[config.mk]
export PLATFORM = sky130hd
export DESIGN_NAME = lzd_denorm_shifter_flat
export DESIGN_NICKNAME = d
export VERILOG_FILES = /design/src/rtl/lzd_denorm_shifter_if.sv /design/src/rtl/lzd_denorm_shifter.sv /design/src/flat_wrapper.sv
export SDC_FILE = /design/constraint.sdc
export NUM_CORES = 1
export LEC_CHECK = 0
export ABC_AREA = 1
export CORE_AREA = 2 2 87 89
export DETAILED_ROUTE_END_ITERATION = 6
export DIE_AREA = 0 0 89 91
export REMOVE_ABC_BUFFERS = 1
export SLEW_MARGIN = 0
export SYNTH_ARGS = -nofsm -noshare
export SYNTH_HDL_FRONTEND = slang
export SYNTH_SLANG_ARGS = --single-unit
[constraint.sdc]
create_clock -name clk -period 1.15 [get_ports clk]
set_input_delay 0.1725 -clock clk [delete_from_list [all_inputs] [get_ports clk]]
set_output_delay 0.1725 -clock clk [all_outputs]
set_load 0.02 [all_outputs]
[src/rtl/lzd_denorm_shifter_if.sv]
`default_nettype none
// ============================================================================
// lzd_denorm_shifter_if : input/output beat handshake bundle for lzd_denorm_shifter
// Rev 1.0
// ============================================================================
interface lzd_denorm_shifter_if #(
  parameter int W  = 16,
  parameter int SW = 4
);
  logic          in_valid;
  logic          in_ready;
  logic [W-1:0]  in_mant;
  logic [SW-1:0] in_shamt;
  logic          in_nz;
  logic          out_valid;
  logic          out_ready;
  logic [W-1:0]  out_data;
  logic          out_sticky;
  logic [SW-1:0] out_shamt;

  modport master (
    output in_valid, in_mant, in_shamt, in_nz, out_ready,
    input  in_ready, out_valid, out_data, out_sticky, out_shamt
  );

  modport slave (
    input  in_valid, in_mant, in_shamt, in_nz, out_ready,
    output in_ready, out_valid, out_data, out_sticky, out_shamt
  );
endinterface
`default_nettype wire

[src/rtl/lzd_denorm_shifter.sv]
`default_nettype none
// ============================================================================
// lzd_denorm_shifter : 2-stage right barrel shifter with sticky, undoing LZD
// normalization. Define LZD_DENORM_RNE_EN for round-to-nearest-even output.
// Rev 1.0
// ============================================================================
module lzd_denorm_shifter #(
  parameter int W  = 16,
  parameter int SW = 4
) (
  input  logic               clk,
  input  logic               rst_n,
  lzd_denorm_shifter_if.slave bus
);

  logic          s1_valid_q, s1_valid_d;
  logic [W-1:0]  s1_mant_q,  s1_mant_d;
  logic          s1_lo_q,    s1_lo_d;
  logic          s1_rbit_q,  s1_rbit_d;
  logic [SW-1:0] s1_shamt_q, s1_shamt_d;
  logic          s1_nz_q,    s1_nz_d;

  logic          out_valid_q,  out_valid_d;
  logic [W-1:0]  out_data_q,   out_data_d;
  logic          out_sticky_q, out_sticky_d;
  logic [SW-1:0] out_shamt_q,  out_shamt_d;

  logic s2_adv;
  logic s1_adv;

  assign s2_adv = !out_valid_q | bus.out_ready;
  assign s1_adv = !s1_valid_q | s2_adv;

  // Coarse stage: shift by a multiple of 4, keep the round bit separate from
  // the lower discarded bits so the fine stage can split r and s.
  logic [SW-1:0] coarse_amt;
  logic [W-1:0]  coarse_mant;
  logic          coarse_lo;
  logic          coarse_rbit;

  always_comb begin
    coarse_amt  = {bus.in_shamt[SW-1:2], 2'b00};
    coarse_mant = bus.in_mant >> coarse_amt;
    coarse_lo   = 1'b0;
    coarse_rbit = 1'b0;
    for (int i = 0; i < W; i++) begin
      if (i + 1 < int'(coarse_amt))  coarse_lo   = coarse_lo | bus.in_mant[i];
      if (i + 1 == int'(coarse_amt)) coarse_rbit = bus.in_mant[i];
    end
  end

  always_comb begin
    s1_valid_d = s1_valid_q;
    s1_mant_d  = s1_mant_q;
    s1_lo_d    = s1_lo_q;
    s1_rbit_d  = s1_rbit_q;
    s1_shamt_d = s1_shamt_q;
    s1_nz_d    = s1_nz_q;
    if (s1_adv) begin
      s1_valid_d = bus.in_valid;
      if (bus.in_valid) begin
        s1_mant_d  = coarse_mant;
        s1_lo_d    = coarse_lo;
        s1_rbit_d  = coarse_rbit;
        s1_shamt_d = bus.in_shamt;
        s1_nz_d    = bus.in_nz;
      end
    end
  end

  logic [1:0]   fine_amt;
  logic [W-1:0] fine_data;
  logic         fine_out;
  logic         raw_sticky;
  logic [W-1:0] result;
`ifdef LZD_DENORM_RNE_EN
  logic         rnd_r;
  logic         rnd_s;
  logic         rnd_inc;
`endif

  always_comb begin
    fine_amt  = s1_shamt_q[1:0];
    fine_data = s1_mant_q >> fine_amt;
    fine_out  = 1'b0;
    for (int i = 0; i < W; i++) begin
      if (i < int'(fine_amt)) fine_out = fine_out | s1_mant_q[i];
    end
    raw_sticky = fine_out | s1_rbit_q | s1_lo_q;
`ifdef LZD_DENORM_RNE_EN
    rnd_r = 1'b0;
    rnd_s = s1_lo_q;
    if (fine_amt == 2'd0) rnd_r = s1_rbit_q;
    else                  rnd_s = rnd_s | s1_rbit_q;
    for (int i = 0; i < W; i++) begin
      if (i + 1 == int'(fine_amt)) rnd_r = s1_mant_q[i];
      if (i + 1 < int'(fine_amt))  rnd_s = rnd_s | s1_mant_q[i];
    end
    // shamt=0 leaves r=0, and any shamt>=1 frees the MSB, so no overflow.
    rnd_inc = rnd_r & (rnd_s | fine_data[0]);
    result  = fine_data + {{(W-1){1'b0}}, rnd_inc};
`else
    result = fine_data;
`endif
  end

  always_comb begin
    out_valid_d  = out_valid_q;
    out_data_d   = out_data_q;
    out_sticky_d = out_sticky_q;
    out_shamt_d  = out_shamt_q;
    if (s2_adv) begin
      out_valid_d = s1_valid_q;
      if (s1_valid_q) begin
        out_data_d   = s1_nz_q ? result : '0;
        out_sticky_d = s1_nz_q & raw_sticky;
        out_shamt_d  = s1_shamt_q;
      end
    end
  end

  always_ff @(posedge clk or negedge rst_n) begin
    if (!rst_n) begin
      s1_valid_q   <= 1'b0;
      s1_mant_q    <= '0;
      s1_lo_q      <= 1'b0;
      s1_rbit_q    <= 1'b0;
      s1_shamt_q   <= '0;
      s1_nz_q      <= 1'b0;
      out_valid_q  <= 1'b0;
      out_data_q   <= '0;
      out_sticky_q <= 1'b0;
      out_shamt_q  <= '0;
    end else begin
      s1_valid_q   <= s1_valid_d;
      s1_mant_q    <= s1_mant_d;
      s1_lo_q      <= s1_lo_d;
      s1_rbit_q    <= s1_rbit_d;
      s1_shamt_q   <= s1_shamt_d;
      s1_nz_q      <= s1_nz_d;
      out_valid_q  <= out_valid_d;
      out_data_q   <= out_data_d;
      out_sticky_q <= out_sticky_d;
      out_shamt_q  <= out_shamt_d;
    end
  end

  assign bus.in_ready   = s1_adv;
  assign bus.out_valid  = out_valid_q;
  assign bus.out_data   = out_data_q;
  assign bus.out_sticky = out_sticky_q;
  assign bus.out_shamt  = out_shamt_q;

endmodule
`default_nettype wire

[src/flat_wrapper.sv]
// flat-port wrapper written by rule: the top's interface ports become plain ports
module lzd_denorm_shifter_flat 
#(
  parameter int W  = 16,
  parameter int SW = 4
)
  (clk, rst_n, bus_in_valid, bus_in_mant, bus_in_shamt, bus_in_nz, bus_out_ready, bus_in_ready, bus_out_valid, bus_out_data, bus_out_sticky, bus_out_shamt);
  lzd_denorm_shifter_if #(.W(W), .SW(SW)) bus_i ();
  input  logic clk;
  input  logic rst_n;
  input wire logic [$bits(bus_i.in_valid)-1:0] bus_in_valid;
  input wire logic [$bits(bus_i.in_mant)-1:0] bus_in_mant;
  input wire logic [$bits(bus_i.in_shamt)-1:0] bus_in_shamt;
  input wire logic [$bits(bus_i.in_nz)-1:0] bus_in_nz;
  input wire logic [$bits(bus_i.out_ready)-1:0] bus_out_ready;
  output wire logic [$bits(bus_i.in_ready)-1:0] bus_in_ready;
  output wire logic [$bits(bus_i.out_valid)-1:0] bus_out_valid;
  output wire logic [$bits(bus_i.out_data)-1:0] bus_out_data;
  output wire logic [$bits(bus_i.out_sticky)-1:0] bus_out_sticky;
  output wire logic [$bits(bus_i.out_shamt)-1:0] bus_out_shamt;
  assign bus_i.in_valid = bus_in_valid;
  assign bus_i.in_mant = bus_in_mant;
  assign bus_i.in_shamt = bus_in_shamt;
  assign bus_i.in_nz = bus_in_nz;
  assign bus_i.out_ready = bus_out_ready;
  assign bus_in_ready = bus_i.in_ready;
  assign bus_out_valid = bus_i.out_valid;
  assign bus_out_data = bus_i.out_data;
  assign bus_out_sticky = bus_i.out_sticky;
  assign bus_out_shamt = bus_i.out_shamt;
  lzd_denorm_shifter #(.W(W), .SW(SW)) u_core (.clk(clk), .rst_n(rst_n), .bus(bus_i));
endmodule
==> out/metrics.yaml, run 1 <==
timing.fmax_mhz: 862.6
slew_headroom: 0.7941
post_cts_buffers: 0
final_nets: 437
synth-seq-cells: 46
io_pins: 48
worstMarginPinSlew_ns: 0.3084
final-seq-area_sq_um: 1151
ys_seq_area_frac: 0.4716
n_antenna_cell: 0
finalSetupViolations: 7
grt_first_pass_wirelength_mm: 10.04
numCtsBuffers: 5
p_per_area_nw_per_um2: 1427
crit_required_ns: 1.39
route.vias.total: 2433
finish.utilization: 0.4814
grt_pass1_vias: 2300
end_kind: "flip-flop"
syn_area_sq_um: 2441
portBuffers: 47
whs_ns: 0.3701
critical_path.reg2reg.startpoint: "u_core.bus.out_valid"
fill_cells: 751
regToRegEndpoint: "u_core.bus.out_data[4]"
crit_family: "flip-flops"
post-route-period-util: 1.008
die_w_um: 89
status: "complete, but fails checks"
drtIter0Drc: 122
placementRows: 31
worst-r2r-cell-count: 7
start_util: 0.3420
path_cells: "buf_6, nand2_4, nand2_8, nor2_4, buf_12, nand3_1, nand2_1"
cts_sinks: 46
critPathMaxStageDelay_ns: 0.41
critPathBufInv: 2
critPathKind: "flip-flop to flip-flop"
cts_tree: "built"
place_ws_ns: -0.3682
setup_slack_ns: -0.009263
hold_class: "primary input to asynchronous set/reset pin"
use_met1: 0.2053
drive_gt1_frac: 0.2179
final_common_cell: "nand2_1"
crit_arrival_ns: 1.40
rsz0062_at_grt: "true"
fin_worst_skew_ns: 0.01003
grt_max_degree: 47
h-tree-depth: 2
wirelength_mm: 6.409
finalCriticalPeriod_ns: 1.159
place_hpwl_mm: 4.263
cp_slowest_cell: "dfrtp_1"
crit_cells: 7
drc: 0
clkSlewWorstSetupHoldPaths_ns: 0.08
cts_buffer_depth: 2
grt_overflow: 0
track_usage: 0.1539
postSynthCellCount: 346
cts-root-buf: "clkbuf_8"
finalMaxSlewViolations: 0
antenna_found_initial: 0
core_sq_um: 7137
power_mw: 4.903
ir_worst_vdd_mv: 0.5230
grtUsageMet3: 0.02000
clock_latency_ns: 0.30
hold_violations: 0
startpoint_type: "flip-flop"
synth_warnings: 0
r2r_slack_ns: -0.009
wl_per_cell_um: 12.52
fp.dieArea_sq_um: 8099
area_delta_synth_final_pct: 40.75
syn_area_per_cell_sq_um: 7.055
grtUsageMet2: 0.2481
routabilityCongestion: 0.8733
critPathMaxFanout: 15
violations: "negative setup slack"
multi_input_area_sq_um: 1249
leakage_nw: 1.759
via_per_inst: 4.752
final_antenna_net_count: 0
synth_cell_types: 18
fp.dieH_um: 91
busiest_layer: "met2"
drv_cap: 0
first_pass_iters: 4
final_cell_mix: "nand2_1, nand3_1, dfrtp_1"
where the power goes:
group          leakage (nW)  internal [mW]  switching (mW)
Sequential            0.592           1.91           0.197
Combinational          1.12          0.751            1.02
Clock                0.0482          0.486           0.540
Total                  1.76           3.14            1.76
flip-flops by register name, indices dropped and copies added, names as in the netlist:
signal	flops
u_core.bus.out_shamt	4
u_core.s1_mant_q	16
u_core.s1_nz_q	1
u_core.s1_rbit_q	1
u_core.bus.out_valid	1
u_core.s1_valid_q	1
u_core.bus.out_sticky	1
u_core.s1_shamt_q	4
u_core.s1_lo_q	1
u_core.bus.out_data	16
how the worst max path moves through the flow:
stage | start | end | slack, ns
2_1_floorplan | u_core.bus.out_valid | u_core.s1_shamt_q[0] | -0.35
3_3_place_gp | bus_out_ready | bus_in_ready | -0.36
3_5_place_dp | bus_out_ready | bus_in_ready | -0.37
4_1_cts | u_core.bus.out_valid | u_core.s1_lo_q | -0.01
5_1_grt | u_core.bus.out_valid | u_core.bus.out_data[1] | -0.09
6_report | u_core.bus.out_valid | u_core.bus.out_data[4] | -0.009
synth_stat cells:
cell type,instances,share of area
buf_1,1,0.0015
nor2_1,10,0.015
nand3_1,67,0.14
nand3_2,1,0.0041
buf_6,1,0.0046
nand2_2,3,0.0077
o21ai_0,15,0.031
buf_2,12,0.025
nor2_4,1,0.0046
nand4_1,1,0.0026
and2_0,1,0.0026
inv_2,4,0.0061
inv_1,14,0.022
dfrtp_1,46,0.47
buf_4,2,0.0061
and2_1,1,0.0026
o21ai_1,2,0.0041
nand2_1,164,0.25
final cells by class:
class | count | share of cell area
multi-input combinational | 266 | 0.3634
clock inverter | 1 | 0.001457
clock buffer | 7 | 0.02513
inverter | 18 | 0.02185
sequential | 46 | 0.3350
timing repair buffer | 75 | 0.2170
tap | 99 | 0.03605
through the flow:
stage               cell area, sq um  std cells  setup TNS, ns
floorplan                       2351        330         -8.497
global placement                3143        498         -10.68
detailed placement              3143        498         -11.66
CTS                             3266        507       -0.01420
global route                    3436        512         -1.637
finish                          3436        512       -0.03035
cells by family (layout without fill, tap and decap cells):
family,after synthesis,count (layout),share of synthesized area
simple gates,249,249,0.4290
flops,46,46,0.4716
buf+inv,34,101,0.06458
compound gates,17,17,0.03485
what timing repair did:
action | in CTS | in global routing
endpoints found under the setup margin | 34 | 44
cloned | 0 | 5
endpoints found under the hold margin | 46 | 0
pin swaps | 0 | 4
resized for setup | 63 | 65
hold buffers | 1 | 0
routing by layer:
metal  wire length [um]  vias up
met2               2995       48
li1                   -     1241
met3                187        9
met4                104        0
met1               3122     1135
met5                  0        -
worst min-delay path: cells and delay by family:
family                 cells  cell delay, ns
buffers and inverters      3            0.88
(Power assumes the default switching activity.)
==> inputs of run 2 (changes only) <==
--- a/config.mk
+++ b/config.mk
@@ -7,8 +7,10 @@
 export LEC_CHECK = 0
 export ABC_AREA = 1
 export CORE_AREA = 2 2 87 89
+export CTS_CLUSTER_SIZE = 14
 export DETAILED_ROUTE_END_ITERATION = 6
 export DIE_AREA = 0 0 89 91
+export RECOVER_POWER = 50
 export REMOVE_ABC_BUFFERS = 1
 export SLEW_MARGIN = 0
 export SYNTH_ARGS = -nofsm -noshare
==> out/metrics.yaml, run 2 (synthesis results as in run 1) <==
fp.dieArea_sq_um: 8099
route.vias.total: 2434
place_hpwl_mm: 4.263
finalSetupViolations: 7
critPathMaxFanout: 15
grt_pass1_vias: 2300
final_cell_mix: "nand2_1, nand3_1, dfrtp_1"
cp_slowest_cell: "dfrtp_1"
crit_end: "u_core.bus.out_data[4]"
portBuffers: 47
finalCriticalPeriod_ns: 1.159
grt_overflow: 0
drive_gt1_frac: 0.2179
n_antenna_cell: 0
rsz0062_at_grt: "true"
timing.fmax_mhz: 863.1
antenna_found_initial: 0
worst-r2r-cell-count: 7
r2r_slack_ns: -0.009
cts_buffer_depth: 2
post_cts_buffers: 0
final_nets: 437
p_sw_mw: 1.760
crit_arrival_ns: 1.40
critical_path.reg2reg.startpoint: "u_core.bus.out_valid"
status: "complete, but fails checks"
violations: "negative setup slack"
p_per_area_nw_per_um2: 1430
clock_latency_ns: 0.30
wl_per_cell_um: 12.52
wirelength_mm: 6.411
die_w_um: 89
drtIter0Drc: 124
hold_class: "primary input to flip-flop"
ir_worst_vdd_mv: 0.5211
crit_required_ns: 1.39
clkSlewWorstSetupHoldPaths_ns: 0.09
start_util: 0.3420
final_cells: 512
finalMaxSlewViolations: 0
placementRows: 31
cts_tree: "built"
crit_family: "flip-flops"
power_mw: 4.897
cts-root-buf: "clkbuf_8"
h-tree-depth: 2
seqPwrFrac: 0.429
drv_cap: 0
fin_worst_skew_ns: 0.01003
p_int_mw: 3.137
place_inst: 498
area_delta_synth_final_pct: 40.24
critPathMaxStageDelay_ns: 0.41
first_pass_iters: 4
leakage_nw: 1.754
crit_cells: 7
hold_path_startpoint: "bus_in_shamt[1]"
core_sq_um: 7137
hold_violations: 0
final_antenna_net_count: 0
critPathBufInv: 2
grt_first_pass_wirelength_mm: 10.04
startpoint_type: "flip-flop"
end_kind: "flip-flop"
grt_max_degree: 47
hold_depth: 3
final_common_cell: "nand2_1"
critPathKind: "flip-flop to flip-flop"
regToRegEndpoint: "u_core.bus.out_data[4]"
pwr-share-comb: 0.361
cts_sinks: 46
io_pins: 48
swShare: 0.3594
post-route-period-util: 1.008
setup_slack_ns: -0.008638
via_per_inst: 4.754
path_cells: "buf_6, nand2_4, nand2_8, nor2_4, buf_12, nand3_1, nand2_1"
numCtsBuffers: 5
power_frac_clock: 0.209
drc: 0
fp.dieH_um: 91
worstMarginPinSlew_ns: 0.6478
track_usage: 0.1539
routabilityCongestion: 0.8733
crit_start: "u_core.bus.out_valid"
slew_headroom: 0.5681
-- run 2: cell types whose count changed in the layout (fill, tap and decap cells not counted) --
cell      change
buf_12        -1
clkbuf_4      +1
-- run 2: power groups by stage --
stage / Sequential, mW / Clock (mW) / Combinational, mW
floorplan: 2.34 / 0 / 0.623
global placement: 2.11 / 0 / 1.65
detailed placement: 2.12 / 0 / 1.67
CTS: 2.09 / 1.05 / 1.61
global route: 2.15 / 1.11 / 1.95
finish: 2.10 / 1.03 / 1.77
-- run 2: worst min path at each step --
stage                        endpoint
2_1_floorplan  u_core.bus.out_data[0]
6_report         u_core.s1_shamt_q[1]
3_5_place_dp     u_core.bus.out_valid
5_1_grt          u_core.s1_shamt_q[0]
4_1_cts          u_core.bus.out_valid
3_3_place_gp     u_core.bus.out_valid
-- run 2: cell type report --
type / count / area (sq um)
multi-input combinational: 266 / 1249
timing repair buffer: 75 / 733.2
fill: 753 / 3714
clock inverter: 1 / 5.005
inverter: 18 / 75.07
sequential: 46 / 1151
clock buffer: 7 / 86.33
tap: 99 / 123.9
-- run 2: what timing repair did --
action	CTS	global route
hold buffers	1	0
setup endpoints to repair	34	44
endpoints found under the hold margin	46	0
pin swaps	0	4
cloned	0	5
gates resized for setup	63	65
-- run 2: layer usage --
layer  GRT usage  vias up  routed length [um]
met5           0        -                   0
met4     0.06468        0                 104
met3     0.02000        9                 199
met2      0.2481       52                3000
met1      0.2053     1132                3107
li1            -     1241                   -
-- run 2: through the flow --
step	hold slack, ns	setup WS [ns]	setup TNS, ns	util	cell area (sq um)
finish	0.4200	-0.008638	-0.02606	0.4797	3423
global route	0.4710	-0.09242	-1.637	0.4797	3423
CTS	0.3964	-0.01420	-0.01420	0.4576	3266
detailed placement	0.1756	-0.3682	-11.66	0.4404	3143
global placement	0.1674	-0.3586	-10.68	0.4404	3143
floorplan	-0.1231	-0.3458	-8.497	-	2351
-- run 2: worst register-to-register path: stages, from the launching register on --
cell and delay (ns):
dfrtp_1 0.41, buf_6 0.13, nand2_4 0.08, nand2_8 0.08
nor2_4 0.11, buf_12 0.14, nand3_1 0.08, nand2_1 0.06
==> inputs of run 3 (changes only) <==
--- a/config.mk
+++ b/config.mk
@@ -6,10 +6,13 @@
 export NUM_CORES = 1
 export LEC_CHECK = 0
 export ABC_AREA = 1
-export CORE_AREA = 2 2 87 89
+export CELL_PAD_IN_SITES_DETAIL_PLACEMENT = 2
+export CELL_PAD_IN_SITES_GLOBAL_PLACEMENT = 2
+export CORE_AREA = 2 2 82 116
 export CTS_CLUSTER_SIZE = 14
 export DETAILED_ROUTE_END_ITERATION = 6
-export DIE_AREA = 0 0 89 91
+export DIE_AREA = 0 0 84 118
+export PLACE_DENSITY_LB_ADDON = 0.1
 export RECOVER_POWER = 50
 export REMOVE_ABC_BUFFERS = 1
 export SLEW_MARGIN = 0
==> out/metrics.yaml, run 3 (synthesis results as in run 1) <==
fp.dieH_um: 118
drive_gt1_frac: 0.1699
pwr-share-comb: 0.320
drc: 0
final.setup.tns_ns: -0.03598
crit_required_ns: 1.33
timing.fmax_mhz: 854.3
clock_latency_ns: 0.29
fin_worst_skew_ns: 0.003549
route.met3.wl_um: 231
rsz0062_at_grt: "true"
final_nets: 436
critPathKind: "flip-flop to flip-flop"
hold_path_startpoint: "bus_in_shamt[0]"
ir_worst_vdd_mv: 0.6501
numCtsBuffers: 5
portBuffers: 47
cts_sinks: 46
core_sq_um: 8875
final_cell_mix: "nand2_1, nand3_1, dfrtp_1"
hold_violations: 0
final_antenna_net_count: 0
path_cells: "nand3_2, buf_6, nand2_8, inv_8, clkbuf_16, nand2_1, nand2_1"
r2r_slack_ns: -0.02
regToRegEndpoint: "u_core.s1_mant_q[7]"
slew_headroom: 0.5990
status: "complete, but fails checks"
critPathBufInv: 3
routabilityCongestion: 0.8102
violations: "negative setup slack"
wirelength_mm: 7.968
swShare: 0.3476
final_common_cell: "nand2_1"
route.met2.wl_mm: 4.317
fill_cells: 1049
hold_depth: 3
top_layer: "met4"
track_usage: 0.1626
area_delta_synth_final_pct: 37.98
power_frac_clock: 0.282
worst-r2r-cell-count: 7
io_pins: 48
leakage_nw: 1.742
startpoint_type: "flip-flop"
via_per_inst: 4.830
p_int_mw: 3.441
first_pass_iters: 4
grt_pass1_vias: 2718
drtIter0Drc: 68
end_kind: "flip-flop"
final_cells: 519
critical_path.reg2reg.startpoint: "u_core.bus.out_valid"
power_mw: 5.274
antenna_found_initial: 0
cts_buffer_depth: 2
place_inst: 508
hold_class: "primary input to flip-flop"
critPathMaxFanout: 8
crit_family: "flip-flops"
n_antenna_cell: 0
placementRows: 41
finalMaxSlewViolations: 0
wl_per_cell_um: 15.35
critPathMaxStageDelay_ns: 0.40
p_per_area_nw_per_um2: 1566
min_to: "u_core.s1_shamt_q[0]"
worstMarginPinSlew_ns: 0.6016
finalSetupViolations: 3
die_w_um: 84
place_hpwl_mm: 5.781
grt_max_degree: 47
grt_overflow: 0
cp_slowest_cell: "dfrtp_1"
place_ws_ns: -0.3918
worst_path_most_repeated_cell: "nand2_1"
final_area_sq_um: 3368
drv_cap: 0
start_util: 0.2751
post_cts_buffers: 0
met1_length_mm: 3.259
place_area_sq_um: 3206
cts_tree: "built"
route.vias.total: 2507
cts-root-buf: "clkbuf_16"
grt_first_pass_wirelength_mm: 13.11
crit_arrival_ns: 1.35
h-tree-depth: 2
setup_slack_ns: -0.02053
clkSlewWorstSetupHoldPaths_ns: 0.06
seqPwrFrac: 0.398
fp.dieArea_sq_um: 9912
finalCriticalPeriod_ns: 1.171
p_sw_mw: 1.833
post-route-period-util: 1.018
[run 3: layout make-up]
class / count / area, sq um / share of cell area
repair buffers: 74 / 688.2 / 0.2043
clock inverters: 1 / 5.005 / 0.001486
flip-flops and latches: 46 / 1151 / 0.3418
inverters: 18 / 81.33 / 0.02415
well taps: 107 / 133.9 / 0.03975
multi-input cells: 266 / 1166 / 0.3462
clock buffers: 7 / 142.6 / 0.04235
[run 3: worst max-delay path by stage]
stage | startpoint | to | slack [ns] | cells after the start
floorplan | u_core.bus.out_valid | u_core.s1_shamt_q[0] | -0.35 | 5
global placement | bus_out_ready | bus_in_ready | -0.38 | 4
detailed placement | bus_in_shamt[2] | u_core.s1_rbit_q | -0.39 | 7
CTS | u_core.bus.out_valid | u_core.s1_lo_q | -0.02 | 7
global route | u_core.bus.out_valid | u_core.s1_lo_q | -0.07 | 8
finish | u_core.bus.out_valid | u_core.s1_mant_q[7] | -0.02 | 7
[run 3: power groups by stage]
| stage | sequential (mW) | clock [mW] | combinational, mW |
|---|---|---|---|
| after detailed placement | 2.13 | 0 | 1.79 |
| after global placement | 2.11 | 0 | 1.74 |
| final | 2.10 | 1.49 | 1.69 |
| after global routing | 2.14 | 1.59 | 1.88 |
| after floorplan | 2.34 | 0 | 0.623 |
| after CTS | 2.11 | 1.53 | 1.73 |
[run 3: tightest hold or removal path, delay by kind of cell]
kind                   cells  cell delay [ns]
AND/OR/NAND/NOR            1             0.06
buffers and inverters      1             0.40
AO/OA/AOI/OAI              1             0.05
[run 3: repair_timing]
action,in CTS,in global routing
endpoints found under the setup margin,41,56
gates resized for setup,59,36
pin swaps,0,2
gates cloned,0,2
hold buffers,1,0
hold endpoints to repair,46,0
[run 3: per-layer routing]
layer	up-vias	track usage
li1	1232	-
met1	1226	0.1904
met2	38	0.2980
met3	11	0.02735
met4	0	0.05141
met5	-	0
[run 3: per-stage QoR]
step / hold WS (ns) / utilization
after floorplan: -0.1231 / -
after global placement: 0.1790 / 0.3612
after detailed placement: 0.1793 / 0.3612
after CTS: 0.4130 / 0.3809
after global routing: 0.4670 / 0.3795
final: 0.4258 / 0.3795
